### src/rtl/search_arbiter_pkg.sv
// Shared types for the search arbiter: FSM states, response record and the id-width helper.
package search_pkg;

  // Address width of the shared binary-search engine; the response record is sized to it.
  localparam int unsigned EngAddrW = 5;

  typedef enum logic [2:0] {
    StIdle,
    StLaunch,
    StWait,
    StResp,
    StRelease
  } state_e;

  typedef struct packed {
    logic                found;
    logic [EngAddrW-1:0] addr;
    logic                timeout;
  } resp_t;

  // Width of a requester index; never zero so single-bit ports stay legal.
  function automatic int unsigned id_w(int unsigned n);
    return (n > 1) ? $clog2(n) : 1;
  endfunction

endpackage

### src/rtl/search_arbiter_if.sv
// Requester and engine signals of the search arbiter, grouped as one bus.
// slave: the arbiter side; master: requesters plus the engine.
interface search_arbiter_if
  import search_pkg::*;
#(
  parameter int unsigned NUM_REQ    = 4,
  parameter int unsigned DATA_WIDTH = 8,
  parameter int unsigned ADDR_WIDTH = EngAddrW
);
  localparam int unsigned IdW = id_w(NUM_REQ);

  logic [NUM_REQ-1:0]            req;
  logic [NUM_REQ*DATA_WIDTH-1:0] req_data;
  logic [NUM_REQ-1:0]            grant;
  logic                          busy;
  logic                          resp_valid;
  logic [IdW-1:0]                resp_id;
  logic                          resp_found;
  logic [ADDR_WIDTH-1:0]         resp_addr;
  logic                          resp_timeout;
  logic                          eng_s;
  logic [DATA_WIDTH-1:0]         eng_data;
  logic                          eng_done;
  logic                          eng_found;
  logic [ADDR_WIDTH-1:0]         eng_addr;

  modport slave (
    input  req, req_data, eng_done, eng_found, eng_addr,
    output grant, busy, resp_valid, resp_id, resp_found, resp_addr, resp_timeout,
           eng_s, eng_data
  );

  modport master (
    output req, req_data, eng_done, eng_found, eng_addr,
    input  grant, busy, resp_valid, resp_id, resp_found, resp_addr, resp_timeout,
           eng_s, eng_data
  );

endinterface

### src/rtl/search_arbiter_rr_pick.sv
// Rotating-priority picker: first set request bit searching upward from ptr+1 (mod NUM_REQ).
module rr_pick
  import search_pkg::*;
#(
  parameter int unsigned NUM_REQ = 4,
  localparam int unsigned IdW    = id_w(NUM_REQ)
) (
  input  logic [NUM_REQ-1:0] req,
  input  logic [IdW-1:0]     ptr,
  output logic [NUM_REQ-1:0] onehot,
  output logic [IdW-1:0]     id,
  output logic               any
);

  // Walk candidates in priority order; the previous winner (ptr) is visited last.
  always_comb begin
    int unsigned idx;
    idx    = 0;
    onehot = '0;
    id     = '0;
    any    = 1'b0;
    for (int unsigned k = 1; k <= NUM_REQ; k++) begin
      idx = (32'(ptr) + k) % NUM_REQ;
      if (!any && req[IdW'(idx)]) begin
        any                 = 1'b1;
        onehot[IdW'(idx)]   = 1'b1;
        id                  = IdW'(idx);
      end
    end
  end

endmodule

### src/rtl/search_arbiter.sv
// Round-robin arbiter sharing one binary-search engine among NUM_REQ requesters.
// Optional watchdog on the engine wait: define SEARCH_ARB_TIMEOUT_EN.
module search_arbiter
  import search_pkg::*;
#(
  parameter int unsigned NUM_REQ        = 4,
  parameter int unsigned DATA_WIDTH     = 8,
  parameter int unsigned ADDR_WIDTH     = EngAddrW
`ifdef SEARCH_ARB_TIMEOUT_EN
  , parameter int unsigned TIMEOUT_CYCLES = 64
`endif
) (
  input logic             clk,
  input logic             reset,
  search_arbiter_if.slave bus
);

  localparam int unsigned IdW = id_w(NUM_REQ);

  state_e                state_q, state_d;
  logic [IdW-1:0]        ptr_q, ptr_d;
  logic [IdW-1:0]        id_q, id_d;
  logic [IdW-1:0]        resp_id_q, resp_id_d;
  logic [NUM_REQ-1:0]    grant_q, grant_d;
  logic [DATA_WIDTH-1:0] data_q, data_d;
  resp_t                 resp_q, resp_d;

  logic [DATA_WIDTH-1:0] keys [NUM_REQ];
  logic [NUM_REQ-1:0]    pick_onehot;
  logic [IdW-1:0]        pick_id;
  logic                  pick_any;
  logic                  timed_out;

  for (genvar i = 0; i < NUM_REQ; i++) begin : g_keys
    assign keys[i] = bus.req_data[i*DATA_WIDTH +: DATA_WIDTH];
  end

  rr_pick #(
    .NUM_REQ(NUM_REQ)
  ) u_pick (
    .req    (bus.req),
    .ptr    (ptr_q),
    .onehot (pick_onehot),
    .id     (pick_id),
    .any    (pick_any)
  );

`ifdef SEARCH_ARB_TIMEOUT_EN
  localparam int unsigned CntW = $clog2(TIMEOUT_CYCLES + 1);
  logic [CntW-1:0] cnt_q, cnt_d;

  // Watchdog: cleared in LAUNCH, counts every WAIT cycle.
  always_comb begin
    cnt_d = cnt_q;
    if (state_q == StLaunch) begin
      cnt_d = '0;
    end else if (state_q == StWait) begin
      cnt_d = cnt_q + 1'b1;
    end
  end

  // Watchdog register.
  always_ff @(posedge clk) begin
    if (reset) cnt_q <= '0;
    else       cnt_q <= cnt_d;
  end

  assign timed_out = (state_q == StWait) && (cnt_q == CntW'(TIMEOUT_CYCLES));
`else
  assign timed_out = 1'b0;
`endif

  // State and datapath registers.
  always_ff @(posedge clk) begin
    if (reset) begin
      state_q   <= StIdle;
      ptr_q     <= IdW'(NUM_REQ - 1);
      id_q      <= '0;
      resp_id_q <= '0;
      grant_q   <= '0;
      data_q    <= '0;
      resp_q    <= '0;
    end else begin
      state_q   <= state_d;
      ptr_q     <= ptr_d;
      id_q      <= id_d;
      resp_id_q <= resp_id_d;
      grant_q   <= grant_d;
      data_q    <= data_d;
      resp_q    <= resp_d;
    end
  end

  // Next-state: pick in IDLE, capture the engine result when WAIT ends.
  always_comb begin
    state_d   = state_q;
    ptr_d     = ptr_q;
    id_d      = id_q;
    resp_id_d = resp_id_q;
    grant_d   = grant_q;
    data_d    = data_q;
    resp_d    = resp_q;
    case (state_q)
      StIdle: begin
        if (pick_any) begin
          state_d = StLaunch;
          ptr_d   = pick_id;
          id_d    = pick_id;
          grant_d = pick_onehot;
          data_d  = keys[pick_id];
        end
      end
      StLaunch: state_d = StWait;
      StWait: begin
        if (bus.eng_done) begin
          state_d   = StResp;
          resp_id_d = id_q;
          resp_d    = '{found: bus.eng_found, addr: bus.eng_addr, timeout: 1'b0};
        end else if (timed_out) begin
          state_d   = StResp;
          resp_id_d = id_q;
          resp_d    = '{found: 1'b0, addr: '0, timeout: 1'b1};
        end
      end
      StResp: state_d = StRelease;
      StRelease: begin
        // Engine must drop done before it can be re-armed.
        if (!bus.eng_done) begin
          state_d = StIdle;
          grant_d = '0;
        end
      end
      default: state_d = StIdle;
    endcase
  end

  // Outputs decoded from state and held registers.
  always_comb begin
    bus.eng_s        = (state_q == StWait);
    bus.busy         = (state_q != StIdle);
    bus.resp_valid   = (state_q == StResp);
    bus.grant        = grant_q;
    bus.eng_data     = data_q;
    bus.resp_id      = resp_id_q;
    bus.resp_found   = resp_q.found;
    bus.resp_addr    = resp_q.addr;
    bus.resp_timeout = resp_q.timeout;
  end

endmodule

### src/flat_wrapper.sv
// flat-port wrapper written by rule: the top's interface ports become plain ports
module search_arbiter_flat import search_pkg::*;
#(
  parameter int unsigned NUM_REQ        = 4,
  parameter int unsigned DATA_WIDTH     = 8,
  parameter int unsigned ADDR_WIDTH     = EngAddrW

)
  (clk, reset, bus_req, bus_req_data, bus_eng_done, bus_eng_found, bus_eng_addr, bus_grant, bus_busy, bus_resp_valid, bus_resp_id, bus_resp_found, bus_resp_addr, bus_resp_timeout, bus_eng_s, bus_eng_data);
  search_arbiter_if #(.NUM_REQ(NUM_REQ), .DATA_WIDTH(DATA_WIDTH), .ADDR_WIDTH(ADDR_WIDTH)) bus_i ();
  input logic clk;
  input logic reset;
  input wire logic [$bits(bus_i.req)-1:0] bus_req;
  input wire logic [$bits(bus_i.req_data)-1:0] bus_req_data;
  input wire logic [$bits(bus_i.eng_done)-1:0] bus_eng_done;
  input wire logic [$bits(bus_i.eng_found)-1:0] bus_eng_found;
  input wire logic [$bits(bus_i.eng_addr)-1:0] bus_eng_addr;
  output wire logic [$bits(bus_i.grant)-1:0] bus_grant;
  output wire logic [$bits(bus_i.busy)-1:0] bus_busy;
  output wire logic [$bits(bus_i.resp_valid)-1:0] bus_resp_valid;
  output wire logic [$bits(bus_i.resp_id)-1:0] bus_resp_id;
  output wire logic [$bits(bus_i.resp_found)-1:0] bus_resp_found;
  output wire logic [$bits(bus_i.resp_addr)-1:0] bus_resp_addr;
  output wire logic [$bits(bus_i.resp_timeout)-1:0] bus_resp_timeout;
  output wire logic [$bits(bus_i.eng_s)-1:0] bus_eng_s;
  output wire logic [$bits(bus_i.eng_data)-1:0] bus_eng_data;
  assign bus_i.req = bus_req;
  assign bus_i.req_data = bus_req_data;
  assign bus_i.eng_done = bus_eng_done;
  assign bus_i.eng_found = bus_eng_found;
  assign bus_i.eng_addr = bus_eng_addr;
  assign bus_grant = bus_i.grant;
  assign bus_busy = bus_i.busy;
  assign bus_resp_valid = bus_i.resp_valid;
  assign bus_resp_id = bus_i.resp_id;
  assign bus_resp_found = bus_i.resp_found;
  assign bus_resp_addr = bus_i.resp_addr;
  assign bus_resp_timeout = bus_i.resp_timeout;
  assign bus_eng_s = bus_i.eng_s;
  assign bus_eng_data = bus_i.eng_data;
  search_arbiter #(.NUM_REQ(NUM_REQ), .DATA_WIDTH(DATA_WIDTH), .ADDR_WIDTH(ADDR_WIDTH)) u_core (.clk(clk), .reset(reset), .bus(bus_i));
endmodule
### config.mk
export PLATFORM = sky130hd
export DESIGN_NAME = search_arbiter_flat
export DESIGN_NICKNAME = d
export VERILOG_FILES = /design/src/rtl/search_arbiter_pkg.sv /design/src/rtl/search_arbiter_if.sv /design/src/rtl/search_arbiter_rr_pick.sv /design/src/rtl/search_arbiter.sv /design/src/flat_wrapper.sv
export SDC_FILE = /design/constraint.sdc
export NUM_CORES = 1
export LEC_CHECK = 0
export ABC_CLOCK_PERIOD_IN_PS = 5000
export CORE_UTILIZATION = 46
export CTS_CLUSTER_SIZE = 8
export DETAILED_ROUTE_END_ITERATION = 10
export GPL_TIMING_DRIVEN = 0
export HOLD_SLACK_MARGIN = 0.1
export PLACE_DENSITY = 0.81
export SLEW_MARGIN = 20
export SYNTH_ARGS = -nofsm -noshare
export SYNTH_HDL_FRONTEND = slang
export SYNTH_SLANG_ARGS = --single-unit
### constraint.sdc
create_clock -name clk -period 5 [get_ports clk]
set_clock_uncertainty 0.05 [all_clocks]
set_input_delay 0.75 -clock clk [delete_from_list [all_inputs] [get_ports clk]]
set_output_delay 0.75 -clock clk [all_outputs]
set_load 0.01 [all_outputs]
==> flow_metrics.tcl, run 1 <==
set metrics [dict create \
    crit_family "buffers and inverters" \
    post-route-period-util 0.902 \
    multiInputGateArea_mm2 0.00132 \
    dp.cells 333 \
    grt_first_pass_wirelength_um 8260 \
    wl_met3_um 263 \
    synth_seq_area_share 0.272 \
    required_ns 5.14 \
    synthTopCellsByCount "dfxtp_1 (27), mux2i_1 (27), nor2_1 (21)" \
    hp-start "u_core.id_q[0]$_SDFFE_PP0P_" \
    dpl.hpwl_um 3970 \
    vias 1944 \
    grt_pass1_vias 1805 \
    wirelength_um 5210 \
    peakVddDrop_mv 0.266 \
    cellPowerDensity_mw_per_mm2 540 \
    crit_buf_inv 7 \
    p_total_mw 1.48 \
    period_minus_slack_ns 4.51 \
    slew_violations 0 \
    core_area_mm2 0.00409 \
    holdBufCountCts 0 \
    wl_met2_um 2570 \
    r2r_start "u_core.ptr_q[0]$_SDFFE_PP1P_" \
    drt_first_pass_iters 4 \
    max_freq_ghz 0.222 \
    syn-instance-count 219 \
    postRouteAntennaNets 0 \
    setup_ws_ns 0.490 \
    crit_chain "clkbuf_1, inv_1, clkbuf_1, clkbuf_1, ha_1, clkbuf_1, mux4_2, or4_4, and2_4, buf_6, and2_4, buf_6, a221oi_1" \
    drive_gt1_frac 0.0697 \
    setup_viol 0 \
    arrival_ns 4.65 \
    htree_levels 1 \
    clock_latency_ns 0.28 \
    critical_path.most_common_cell "clkbuf_1" \
    vias_per_cell 5.77 \
    netlist_area_mm2 0.00199 \
    topRoutingLayerUsed "met4" \
    wl_met1_um 2340 \
    register_area_um2 541 \
    die_h_um 67.7 \
    ys_warn_count 0 \
    die_w_um 67.7 \
    whs_ns 0.416 \
    hp-class "reg -> reg" \
    cts_resized 0 \
    holdPathStages 2 \
    area.growth.synth_to_final_pct 37.9 \
    wl_per_cell_um 15.5 \
    cts.sink_count 27 \
    die_area_mm2 0.00458 \
    min_to "u_core.id_q[0]$_SDFFE_PP0P_" \
    clk_pin_slew_worst_paths_ns 0.10 \
    final_cells 337 \
    endpoint_kind "flip-flop" \
    postCtsSetupBuffers 0 \
    reg2regPathDepth 13 \
    cp-start-kind "flip-flop" \
    cp_max_fo 13 \
    syn_avg_cell_area_um2 9.07 \
    numCtsBuffers 3 \
    synth-edff-count 0 \
    async_reset_ff_frac 0 \
    overflow 0 \
    num_rows 23 \
    setup_tns_ns 0 \
    synth_flop_cell "dfxtp_1" \
    cp_slowest_cell "mux4_2" \
    drt_iter0_drc 99 \
    max_stage_delay_ns 0.58 \
    rsz0062_at_grt "no" \
    nets 341 \
    io_buffers 64 \
    cts_tree "yes" \
    path_class "reg -> reg" \
    status "complete, no violations" \
    synth_top_cell_by_area "dfxtp_1" \
    place_ws_ns 0.470 \
    grt_usage 0.238 \
    start_util 0.486 \
    fillers 352 \
    utilization 0.670 \
    grt_max_degree 18 \
    ios 69 \
    yosys-top-cells-area "dfxtp_1 (27%), mux2i_1 (14%), a21o_1 (5.3%)" \
    reg2reg_slack_ns 0.49 \
    tightest_slew_ns 0.592 \
    max-cap-violations 0 \
    antenna_found_initial 0 \
    synth_top_area_frac 0.272 \
    ys_types 47 \
    reg2reg_to "u_core.bus.eng_data[0]$_SDFFE_PP0P_" \
    cts_root_buffer "clkbuf_8" \
    drc 0 \
    relSlewSlack 0.605 \
    p_leak_nw 1.14 \
    synth_seq_cells 27 \
    diodes 0 \
    placed_area_mm2 0.00269 \
    globalplace.congestion 0.815 \
    hold_viol 0 \
    clk_path_buf_depth 2 \
    syn_nets 272 \
    final_cell_area_mm2 0.00274 \
]
==> flip-flops by register name, indices dropped and copies added, names as in the netlist <==
name and flops:
u_core.bus.resp_found 1, u_core.state_q 3, u_core.bus.resp_id 2, u_core.bus.grant 4
u_core.bus.resp_addr 5, u_core.id_q 2, u_core.bus.eng_data 8, u_core.ptr_q 2
==> area by class of cell <==
cell class,instances,area share
multi-input cells,168,0.481
repair buffers,64,0.234
flip-flops and latches,27,0.197
plain buffers,19,0.0393
well taps,50,0.0228
clock buffers,3,0.0151
inverters,5,0.00685
clock inverters,1,0.00320
==> where the power goes <==
part	switching, mW	internal, mW
sequential	0.0513	0.281
combinational	0.518	0.495
clock	0.0750	0.0586
total	0.644	0.835
==> worst max-delay path by stage <==
stage | startpoint | end | slack (ns) | cells past startpoint
6_report | u_core.ptr_q[0]$_SDFFE_PP1P_ | u_core.bus.eng_data[0]$_SDFFE_PP0P_ | 0.49 | 13
5_1_grt | u_core.ptr_q[0]$_SDFFE_PP1P_ | u_core.bus.eng_data[2]$_SDFFE_PP0P_ | 0.15 | 13
4_1_cts | u_core.ptr_q[0]$_SDFFE_PP1P_ | u_core.bus.eng_data[2]$_SDFFE_PP0P_ | 0.45 | 13
3_5_place_dp | u_core.ptr_q[0]$_SDFFE_PP1P_ | u_core.bus.eng_data[0]$_SDFFE_PP0P_ | 0.47 | 13
3_3_place_gp | u_core.ptr_q[0]$_SDFFE_PP1P_ | u_core.bus.eng_data[0]$_SDFFE_PP0P_ | 0.49 | 13
2_1_floorplan | u_core.ptr_q[0]$_SDFFE_PP1P_ | u_core.bus.eng_data[0]$_SDFFE_PP0P_ | 1.11 | 13
==> tightest hold or removal path, delay by kind of cell (launching register included) <==
family | cells | cell delay, ns
and+or+nand+nor | 1 | 0.05
AOI/OAI and AO/OA | 1 | 0.05
DFF | 1 | 0.33
==> layout by cell type, fill, tap and decap left out, types with 4 or more instances in the layout <==
| cell type | n |
|---|---|
| nand2_1 | 7 |
| a221oi_1 | 8 |
| o21bai_1 | 8 |
| clkbuf_1 | 11 |
| a22oi_1 | 4 |
| a21o_1 | 14 |
| nor3_1 | 4 |
| a22o_1 | 4 |
| mux2i_1 | 27 |
| a221o_1 | 4 |
| inv_1 | 5 |
| ha_1 | 8 |
| a21oi_1 | 5 |
| o22ai_1 | 14 |
| clkdlybuf4s50_1 | 64 |
| dfxtp_1 | 27 |
| nor2_1 | 21 |
==> per-layer routing <==
layer  vias to the layer above  global-route usage
li1                        977                   -
met1                       913               0.297
met2                        50               0.411
met3                         4              0.0541
met4                         0              0.0532
met5                         -                   0
==> cells by family after synthesis <==
logic type      synth area share
xor+xnor                 0.00441
mux                        0.197
buf+inv                   0.0636
other cells              0.00189
fa+ha+maj                 0.0504
compound gates             0.281
flops                      0.272
simple gates               0.130
Note: power is estimated with default switching activity, not from simulation.
==> inputs of run 2 (changes only) <==
--- a/config.mk
+++ b/config.mk
@@ -6,7 +6,7 @@
 export NUM_CORES = 1
 export LEC_CHECK = 0
 export ABC_CLOCK_PERIOD_IN_PS = 5000
-export CORE_UTILIZATION = 46
+export CORE_UTILIZATION = 45
 export CTS_CLUSTER_SIZE = 8
 export DETAILED_ROUTE_END_ITERATION = 10
 export GPL_TIMING_DRIVEN = 0
@@ -15,4 +15,5 @@
 export SLEW_MARGIN = 20
 export SYNTH_ARGS = -nofsm -noshare
 export SYNTH_HDL_FRONTEND = slang
+export SYNTH_HIERARCHICAL = 1
 export SYNTH_SLANG_ARGS = --single-unit
==> flow_metrics.tcl, run 2 <==
set metrics [dict create \
    dpl.hpwl_um 3660 \
    syn_avg_cell_area_um2 8.96 \
    cts_root_buffer "clkbuf_8" \
    grt_max_degree 17 \
    die_area_mm2 0.00444 \
    nets 332 \
    async_reset_ff_frac 0 \
    vias 1849 \
    syn_nets 263 \
    synth-edff-count 0 \
    drc 0 \
    required_ns 5.11 \
    largest_register_ffs 8 \
    cp-start-kind "flip-flop" \
    grt_usage 0.227 \
    layout_common_cells "clkdlybuf4s50_1 (64), nand2_1 (29), dfxtp_1 (27)" \
    antenna_found_initial 0 \
    setup_tns_ns 0 \
    cts.sink_count 27 \
    hp-class "reg -> reg" \
    num_rows 23 \
    relSlewSlack 0.611 \
    htree_levels 1 \
    hold_viol 0 \
    cts_tree "yes" \
    wl_per_cell_um 14.6 \
    synth_flop_cell "dfxtp_1" \
    utilization 0.658 \
    syn-instance-count 210 \
    ys_types 41 \
    drt_first_pass_iters 4 \
    drive_gt1_frac 0.115 \
    rsz0062_at_grt "no" \
    diodes 0 \
    overflow 0 \
    yosysMostFrequentCell "nand2_1" \
    arrival_ns 3.77 \
    clock_latency_ns 0.28 \
    postCtsSetupBuffers 0 \
    vias_per_cell 5.64 \
    tightest_slew_ns 0.580 \
    synthTopCellsByCount "nand2_1 (29), dfxtp_1 (27), a21oi_1 (18)" \
    synth_seq_cells 27 \
    grt_first_pass_wirelength_um 7720 \
    synth_top_cell_by_area "dfxtp_1" \
    holdBufCountCts 0 \
    globalplace.congestion 0.970 \
    max_freq_ghz 0.273 \
    max-cap-violations 0 \
    drt_iter0_drc 103 \
    grt_pass1_vias 1713 \
    postRouteAntennaNets 0 \
    clk_pin_slew_worst_paths_ns 0.09 \
    endpoint_kind "flip-flop" \
    final_common_cell "clkdlybuf4s50_1" \
    p_total_mw 0.925 \
    period_minus_slack_ns 3.67 \
    core_area_mm2 0.00400 \
    die_w_um 66.6 \
    p_leak_nw 1.00 \
    io_buffers 64 \
    clk_path_buf_depth 2 \
    path_class "reg -> reg" \
    final_cells 328 \
    post-route-period-util 0.733 \
    netlist_area_mm2 0.00188 \
    cts_resized 0 \
    start_util 0.470 \
    yosys-top-cells-area "dfxtp_1 (29%), mux4_2 (12%), mux2i_1 (6.4%)" \
    setup_viol 0 \
    wirelength_um 4800 \
    cp_max_fo 10 \
    ios 69 \
    slew_violations 0 \
    status "complete, no violations" \
    area.growth.synth_to_final_pct 40.0 \
    ys_warn_count 6 \
    cellPowerDensity_mw_per_mm2 351 \
    synth_top_area_frac 0.287 \
    peakVddDrop_mv 0.177 \
    dp.cells 324 \
    numCtsBuffers 3 \
    die_h_um 66.6 \
    synth_seq_area_share 0.287 \
]
## run 2: cell count changes after synthesis, sizes merged, moves of 7 or more
cell | previous run | this run
a21o | 14 | 0
a21oi | 5 | 20
a221oi | 8 | 1
mux2i | 27 | 12
nand2 | 7 | 29
o21bai | 8 | 0
o22ai | 14 | 0
## run 2: worst paths after layout
check,end,depth (start not counted),slack [ns],from
worst min register to register,u_core/id_q[1]$_SDFFE_PP0P_,2,0.41,u_core/id_q[1]$_SDFFE_PP0P_
worst min-delay path,u_core/id_q[1]$_SDFFE_PP0P_,2,0.41,u_core/id_q[1]$_SDFFE_PP0P_
worst max register to register,u_core/bus.eng_data[3]$_SDFFE_PP0P_,12,1.33,u_core/ptr_q[0]$_SDFFE_PP1P_
worst max-delay path,u_core/bus.eng_data[3]$_SDFFE_PP0P_,12,1.33,u_core/ptr_q[0]$_SDFFE_PP1P_
## run 2: worst max-delay path, stage by stage, from the launching register on
cell and delay, ns:
dfxtp_1 0.47, buf_6 0.17, buf_2 0.22, inv_1 0.12
ha_1 0.30, clkbuf_1 0.34, inv_1 0.24, a311o_1 0.31
a221oi_1 0.26, buf_2 0.35, mux4_2 0.55, nand2_1 0.08
a21oi_1 0.06
## run 2: through the flow
stage | hold slack [ns] | worst slack, ns | cell area (um2)
final | 0.414 | 1.33 | 2630
after detailed placement | 0.401 | 1.35 | 2580
after global placement | 0.391 | 1.42 | 2580
after global routing | 0.431 | 1.05 | 2630
after CTS | 0.415 | 1.33 | 2630
after floorplan | 0.386 | 1.79 | 1880
## run 2: cells by family (layout without fill, tap and decap cells)
logic type,after synthesis,after routing,share of synthesized area
DFF,27,27,0.287
muxes,23,23,0.190
buffers and inverters,27,95,0.0765
xor gates and xnor gates,1,1,0.00466
AOI/OAI and AO/OA,49,49,0.174
adders and majority gates,8,8,0.0532
and+or+nand+nor,74,74,0.212
other,1,1,0.00199
## run 2: final cells by class
type	count	area, um2
clock inverter	1	7.51
buffer	19	114
tap	50	62.6
timing repair buffer	64	641
fill	334	1370
clock buffer	3	41.3
multi-input combinational	156	1200
sequential	27	541
inverter	8	30.0
## run 2: metal layers
metal / up-vias / track usage / wire length [um]
met3: 9 / 0.0274 / 274
met5: - / 0 / 0
met1: 853 / 0.296 / 2080
li1: 909 / - / -
met4: 0 / 0.0665 / 70
met2: 78 / 0.386 / 2380
## run 2: power breakdown
group	internal, mW	total (mW)	switching, mW
Clock	0.0568	0.131	0.0739
Sequential	0.253	0.284	0.0301
Combinational	0.262	0.510	0.248
Total	0.573	0.925	0.352
==> inputs of run 3 (changes only) <==
--- a/config.mk
+++ b/config.mk
@@ -5,7 +5,7 @@
 export SDC_FILE = /design/constraint.sdc
 export NUM_CORES = 1
 export LEC_CHECK = 0
-export ABC_CLOCK_PERIOD_IN_PS = 5000
+export ABC_CLOCK_PERIOD_IN_PS = 3700
 export CORE_UTILIZATION = 45
 export CTS_CLUSTER_SIZE = 8
 export DETAILED_ROUTE_END_ITERATION = 10
==> constraint.sdc (replaced) <==
create_clock -name clk -period 3.7 [get_ports clk]
set_clock_uncertainty 0.05 [all_clocks]
set_input_delay 0.555 -clock clk [delete_from_list [all_inputs] [get_ports clk]]
set_output_delay 0.555 -clock clk [all_outputs]
set_load 0.01 [all_outputs]
==> flow_metrics.tcl, run 3 (synthesis results as in run 2) <==
set metrics [dict create \
    relSlewSlack 0.612 \
    drt_iter0_drc 114 \
    die_area_mm2 0.00444 \
    core_area_mm2 0.00400 \
    cts.sink_count 27 \
    final_common_cell "clkdlybuf4s50_1" \
    drt_first_pass_iters 4 \
    diodes 0 \
    nets 331 \
    grt_use_met1 0.296 \
    status "complete, no violations" \
    htree_levels 1 \
    place_ws_ns 0.0465 \
    drive_gt1_frac 0.116 \
    ios 69 \
    grt_use_met2 0.386 \
    vias 1850 \
    fillers 334 \
    clk_path_buf_depth 2 \
    cp_max_fo 11 \
    endpoint_kind "flip-flop" \
    hold_viol 0 \
    grt_usage 0.227 \
    path_class "reg -> reg" \
    max_freq_ghz 0.294 \
    grt_pass1_vias 1713 \
    p_leak_nw 1.00 \
    wl_per_cell_um 14.7 \
    rsz0062_at_grt "no" \
    antenna_found_initial 0 \
    grt_max_degree 17 \
    area.growth.synth_to_final_pct 39.9 \
    num_rows 23 \
    die_w_um 66.6 \
    period_minus_slack_ns 3.40 \
    hp-class "reg -> reg" \
    postRouteAntennaNets 0 \
    setup_tns_ns 0 \
    max-cap-violations 0 \
    holdBufCountCts 0 \
    start_util 0.470 \
    postCtsSetupBuffers 0 \
    clk_pin_slew_worst_paths_ns 0.09 \
    numCtsBuffers 3 \
    drc 0 \
    layout_common_cells "clkdlybuf4s50_1 (64), nand2_1 (29), dfxtp_1 (27)" \
    required_ns 3.80 \
    cts_resized 0 \
    grt_util_met3 0.0274 \
    setup_ws_ns 0.298 \
    wirelength_um 4790 \
    setup_viol 0 \
    cellPowerDensity_mw_per_mm2 476 \
    largest_register_ffs 8 \
    peakVddDrop_mv 0.240 \
    grt_first_pass_wirelength_um 7720 \
    clock_latency_ns 0.28 \
    dpl.hpwl_um 3660 \
    die_h_um 66.6 \
    post-route-period-util 0.919 \
    io_buffers 64 \
    overflow 0 \
    slew_violations 0 \
    cts_root_buffer "clkbuf_8" \
    cts_tree "yes" \
    busiest_layer "met2" \
    vias_per_cell 5.66 \
    cp-start-kind "flip-flop" \
    arrival_ns 3.51 \
    globalplace.congestion 0.970 \
    tightest_slew_ns 0.580 \
]
==> run 3: worst paths after layout <==
path | end | slack [ns] | cells after the start | startpoint
worst max-delay path | u_core/bus.eng_data[3]$_SDFFE_PP0P_ | 0.30 | 12 | u_core/ptr_q[0]$_SDFFE_PP1P_
worst min-delay path | u_core/id_q[1]$_SDFFE_PP0P_ | 0.41 | 2 | u_core/id_q[1]$_SDFFE_PP0P_
worst min register to register | u_core/id_q[1]$_SDFFE_PP0P_ | 0.41 | 2 | u_core/id_q[1]$_SDFFE_PP0P_
worst max register to register | u_core/bus.eng_data[3]$_SDFFE_PP0P_ | 0.30 | 12 | u_core/ptr_q[0]$_SDFFE_PP1P_
==> run 3: layer usage <==
layer / share of wire / vias up
li1: - / 909
met4: 0.015 / 0
met2: 0.51 / 78
met3: 0.058 / 9
met1: 0.42 / 854
met5: 0 / -
==> run 3: critical path, stage by stage, from the launching register on <==
cell	delay, ns
dfxtp_1	0.47
buf_6	0.17
buf_2	0.22
inv_1	0.12
ha_1	0.45
a21oi_1	0.17
a211oi_1	0.07
a311o_1	0.33
a221oi_1	0.27
buf_4	0.27
mux4_2	0.53
nand2_1	0.08
a21oi_1	0.06
==> run 3: power breakdown <==
part           internal, mW  switching (mW)  total (mW)  leakage [nW]
combinational         0.358           0.333       0.692         0.759
clock                0.0767          0.0999       0.177        0.0217
sequential            0.342          0.0409       0.383         0.221
==> run 3: cell type report <==
type                            count  area [um2]  share of cell area
Sequential cell                    27         541               0.205
Clock buffer                        3        41.3              0.0157
Clock inverter                      1        7.51             0.00285
Buffer                             18         113              0.0428
Tap cell                           50        62.6              0.0238
Multi-Input combinational cell    156        1200               0.455
Inverter                            8        30.0              0.0114
Timing Repair Buffer               64         641               0.243
==> run 3: per-stage QoR <==
step                      area, um2  power [mW]  hold WS [ns]   util  std cells
after global routing           2630        1.33         0.431  0.658        327
after floorplan                1880       0.854         0.386      -        210
after global placement         2580        1.07         0.391  0.646        324
after detailed placement       2580        1.08         0.401  0.646        324
final                          2630        1.25         0.414  0.658        327
after CTS                      2630        1.25         0.415  0.658        328
==> edit 1 (settings of run 3) <==
The 5 states of `state_e` get a one-hot encoding in 5 bits.
--- a/src/rtl/search_arbiter_pkg.sv
+++ b/src/rtl/search_arbiter_pkg.sv
@@ -6,8 +6,8 @@
 
-  typedef enum logic [2:0] {
-    StIdle,
-    StLaunch,
-    StWait,
-    StResp,
-    StRelease
+  typedef enum logic [4:0] {
+    StIdle    = 5'b00001,
+    StLaunch  = 5'b00010,
+    StWait    = 5'b00100,
+    StResp    = 5'b01000,
+    StRelease = 5'b10000
   } state_e;
Function: same outputs for any inputs over 10 cycles, from zero or initial values and one cycle with reset high; not proved beyond that.
==> edit 1 against run 3 <==
Die area grew 11%. Sequential cell count grew 2. First-iteration DRC count grew 72%. Setup slack gained 0.0091 ns. Critical path depth shrank 1. Final area grew 12%. Final cell count grew 12%. Routed wire length grew 22%. Total power grew 15%. Sequential share of layout area shrank 0.84 points. Clock power grew 120%. Critical path type unchanged. Synthesized area grew 11%.
==> edit 1: results <==
set metrics [dict create \
    crit_slowest_cell "mux4_2" \
    grt_pass1_vias 2126 \
    cts_buffer_depth 2 \
    min_path_type "reg2reg" \
    drive_gt1_frac 0.130 \
    cp-endpoint "u_core/bus.eng_data[2]" \
    synth_common_cells "dfxtp_1 (29), a21oi_1 (22), o21ai_0 (22), nand3_1 (21), inv_1 (13)" \
    rr_worst_depth 11 \
    crit_start "u_core/ptr_q[0]" \
    port_buffers 65 \
    yosys_warnings 6 \
    synth-main-ff-cell "dfxtp_1" \
    finalWeightedCongestion 0.905 \
    worstSkewPairLatency_ns 0.28 \
    crit_fanout 11 \
    layout.cells.non_filler 367 \
    syn-num-nets 296 \
    place_inst 360 \
    ff2ff_setup_slack_ns 0.31 \
    status "completed" \
    p_int_uw 949 \
    hold_path_depth 2 \
    antenna-diode-count 0 \
    hp-start "u_core/bus.grant[2]" \
    seq_power_share 0.270 \
    via_per_inst 6.14 \
    h-tree-depth 2 \
    slowest_delay_ns 0.55 \
    routedWlPerCell_um 16.0 \
    ir_drop_v 0.000241 \
    synth_cell_types 50 \
    numCtsBuffers 5 \
    yosysSeqAreaShare 0.277 \
    track_usage 0.244 \
    crit_arrival_ns 3.50 \
    drt_iter0_markers 196 \
    syn_area_per_cell_um2 8.62 \
    leakage_nw 1.08 \
    cts_setup_buffers 0 \
    antenna_found_initial 0 \
    cts-root-buf "clkbuf_8" \
    worstMarginPinSlew_ns 0.585 \
    grt_pass1_wl_um 9640 \
    async_reset_ff_frac 0 \
    largest_register_ffs 8 \
    dp_hpwl_um 4290 \
    crit_family "buffers and inverters" \
    clkSlewWorstSetupHoldPaths_ns 0.06 \
    synthTopCellsByArea "dfxtp_1 (28%), mux4_2 (11%), a21oi_1 (5.3%)" \
    grt_max_degree 12 \
    dr.pass1.iters 4 \
]
[edit 1: cell count changes in the layout (fill, tap and decap cells not counted), moves of 5 or more]
cell	delta
nor2_1	-5
inv_1	+5
mux2i_1	-7
nand2_1	-22
o21ai_0	+16
nand3_1	+20
[edit 1: through the flow]
stage               setup WS [ns]  hold WS [ns]  power, mW  area (µm²)
floorplan                   0.494         0.390      0.829        2100
global placement           0.0588         0.403       1.04        2810
detailed placement       -0.00101         0.403       1.05        2810
CTS                         0.169         0.413       1.44        2940
global route               0.0234         0.438       1.53        2950
finish                      0.307         0.408       1.44        2950
[edit 1: timing repair]
item                                   in CTS  in global routing
resized for setup                           0                  2
endpoints found under the hold margin       0                  0
setup endpoints to repair                   3                  8
[edit 1: logic make-up (layout without fill, tap and decap cells)]
group | count (synthesis) | in the layout | synth area share
other | 1 | 1 | 0.00179
xor gates and xnor gates | 1 | 1 | 0.00418
adders and majority gates | 8 | 8 | 0.0478
DFF | 29 | 29 | 0.277
muxes | 16 | 16 | 0.137
buffers and inverters | 38 | 110 | 0.0878
AOI/OAI and AO/OA | 73 | 73 | 0.220
and+or+nand+nor | 77 | 77 | 0.224
[edit 1: final cells by class]
class | instances | area [µm²]
Buffer | 24 | 134
Clock inverter | 3 | 65.1
Inverter | 13 | 48.8
Clock buffer | 5 | 68.8
Fill cell | 355 | 1470
Sequential cell | 29 | 581
Multi-Input combinational cell | 176 | 1330
Timing Repair Buffer | 65 | 651
Tap cell | 52 | 65.1
[edit 1: worst min-delay path by stage]
stage	to	slack (ns)
floorplan	u_core/bus.resp_id[0]	0.39
global placement	u_core/bus.grant[2]	0.40
detailed placement	u_core/bus.grant[2]	0.40
CTS	u_core/bus.grant[2]	0.41
global route	u_core/bus.grant[1]	0.44
finish	u_core/bus.grant[2]	0.41
[edit 1: worst reg2reg max path: stages (launching register included)]
cell and delay, ns:
dfxtp_1 0.45, buf_6 0.17, buf_2 0.23, inv_1 0.13
ha_2 0.46, inv_1 0.18, a311o_1 0.31, a221oi_1 0.27
clkbuf_4 0.30, mux4_2 0.55, nand3_1 0.10, a21oi_1 0.06
[edit 1: metal layers]
layer  global-route usage  vias up  wire length, µm
met3               0.0649       10              409
met5                    0        -                0
li1                     -     1066                -
met4               0.0711        0               85
met1                0.316     1079             2500
met2                0.397       98             2870
[edit 1: power groups by stage]
| stage | sequential (mW) | combinational [mW] | clock [mW] |
|---|---|---|---|
| finish | 0.390 | 0.659 | 0.396 |
| global route | 0.396 | 0.718 | 0.416 |
| CTS | 0.390 | 0.652 | 0.398 |
| detailed placement | 0.396 | 0.650 | 0 |
| global placement | 0.397 | 0.640 | 0 |
| floorplan | 0.404 | 0.425 | 0 |
==> edit 2 (config.mk and constraints of run 3) <==
Without the edit above. `DATA_WIDTH` is set to 8 in 3 places; all go to 10.
--- a/src/rtl/search_arbiter_if.sv
+++ b/src/rtl/search_arbiter_if.sv
@@ -6,3 +6,3 @@
   parameter int unsigned NUM_REQ    = 4,
-  parameter int unsigned DATA_WIDTH = 8,
+  parameter int unsigned DATA_WIDTH = 10,
   parameter int unsigned ADDR_WIDTH = EngAddrW
--- a/src/rtl/search_arbiter.sv
+++ b/src/rtl/search_arbiter.sv
@@ -6,3 +6,3 @@
   parameter int unsigned NUM_REQ        = 4,
-  parameter int unsigned DATA_WIDTH     = 8,
+  parameter int unsigned DATA_WIDTH     = 10,
   parameter int unsigned ADDR_WIDTH     = EngAddrW
--- a/src/flat_wrapper.sv
+++ b/src/flat_wrapper.sv
@@ -4,3 +4,3 @@
   parameter int unsigned NUM_REQ        = 4,
-  parameter int unsigned DATA_WIDTH     = 8,
+  parameter int unsigned DATA_WIDTH     = 10,
   parameter int unsigned ADDR_WIDTH     = EngAddrW
Interface: changed (resized bus_eng_data and bus_req_data); port bits go from 69 to 79. The function was not compared with the original's and may differ.
==> edit 2 against run 3 <==
Final area is 10% higher. Setup slack better by 0.017 ns. Total power rose by 15%. Final cell count is 8.3% higher. Synthesized area up 6.1%. Routed wire length grew 7.9%. Sequential cell count up 2. Critical endpoint is now u_core/bus.eng_data[9]. Largest cell class unchanged.
==> edit 2: results <==
set metrics [dict create \
    met1_usage 0.286 \
    yosysSeqAreaShare 0.291 \
    postPlaceCellArea_um2 2800 \
    largest_register_ffs 10 \
    wl_met3_um 403 \
    regArea_um2 581 \
    wl_met1_um 2160 \
    min_path_type "reg2reg" \
    place_inst 346 \
    drive_gt1_frac 0.128 \
    crit_arrival_ns 3.47 \
    drt-total-wl_um 5170 \
    worstMarginPinSlew_ns 0.568 \
    holdWs_ns 0.406 \
    synthTopCellsByArea "dfxtp_1 (29%), mux4_2 (14%), nand2_1 (6.2%)" \
    port_buffers 74 \
    slowest_delay_ns 0.51 \
    clkCellAreaFrac 0.0276 \
    numCtsBuffers 5 \
    grt_pass1_vias 1737 \
    synth_common_cells "nand2_1 (33), dfxtp_1 (29), a21oi_1 (20), nor2_1 (16)" \
    status "completed" \
    wl_met2_um 2550 \
    core_area_um2 4120 \
    dpl_worst_slack_ns -0.177 \
    synth_cell_types 42 \
    multiInputGateArea_um2 1260 \
    dieArea_um2 4710 \
    ir_drop_v 0.000279 \
    dp_hpwl_um 3840 \
    synth_seq_cells 29 \
    comb.multi_input.count 164 \
    ff2ff_setup_slack_ns 0.31 \
    period_share 0.915 \
    fillers 329 \
    netlist_instances 222 \
    drt_iter0_markers 188 \
    p_int_uw 918 \
    dr.pass1.iters 5 \
    track_usage 0.222 \
    clkSlewWorstSetupHoldPaths_ns 0.06 \
    syn-num-nets 283 \
    nonClkBufAreaFrac 0.305 \
    vias 2038 \
    grt_use_met2 0.358 \
    signal_buffers 95 \
    finalWeightedCongestion 0.851 \
    leakage_nw 1.10 \
    cts-root-buf "clkbuf_8" \
    fin_nets 364 \
    via_per_inst 5.76 \
    cts_buffer_depth 2 \
    multi_input_area_share 0.435 \
]
-- edit 2: cell types whose count changed after synthesis, moves of 2 or more --
| cell | delta |
|---|---|
| dfxtp_1 | +2 |
| mux4_2 | +2 |
| a21oi_1 | +2 |
| nand2_1 | +4 |
-- edit 2: power by group through the flow --
| stage | Clock [mW] | Combinational [mW] | Sequential [mW] |
|---|---|---|---|
| floorplan | 0 | 0.495 | 0.431 |
| global placement | 0 | 0.746 | 0.417 |
| detailed placement | 0 | 0.758 | 0.420 |
| CTS | 0.246 | 0.766 | 0.413 |
| global route | 0.260 | 0.859 | 0.419 |
| finish | 0.241 | 0.786 | 0.412 |
-- edit 2: worst paths after layout --
check,from,to
worst max-delay path,u_core/ptr_q[0],u_core/bus.eng_data[9]
worst min-delay path,u_core/bus.eng_data[6],u_core/bus.eng_data[6]
worst max register to register,u_core/ptr_q[0],u_core/bus.eng_data[9]
worst min register to register,u_core/bus.eng_data[6],u_core/bus.eng_data[6]
-- edit 2: timing repair --
item / CTS / global route
resized for setup: 1 / 3
cloned: 0 / 0
hold endpoints to repair: 0 / 0
hold buffers: 0 / 0
setup endpoints to repair: 9 / 9
setup buffers: 0 / 1
pin swaps: 0 / 0
-- edit 2: kinds of logic (layout without fill, tap and decap cells) --
kind of cell,Yosys count,in the layout,share of synthesized area
xor+xnor,1,1,0.00439
other cells,1,1,0.00188
fa+ha+maj,8,8,0.0502
flops,29,29,0.291
buf+inv,29,111,0.0821
mux,25,25,0.201
compound gates,51,51,0.169
simple gates,78,78,0.200
-- edit 2: critical path, delay by kind of cell, from the launching register on --
| kind | cells | cell delay [ns] |
|---|---|---|
| compound gates | 5 | 0.99 |
| simple gates | 1 | 0.08 |
| mux | 1 | 0.51 |
| buf+inv | 4 | 0.76 |
| fa+ha+maj | 1 | 0.39 |
| flops | 1 | 0.47 |
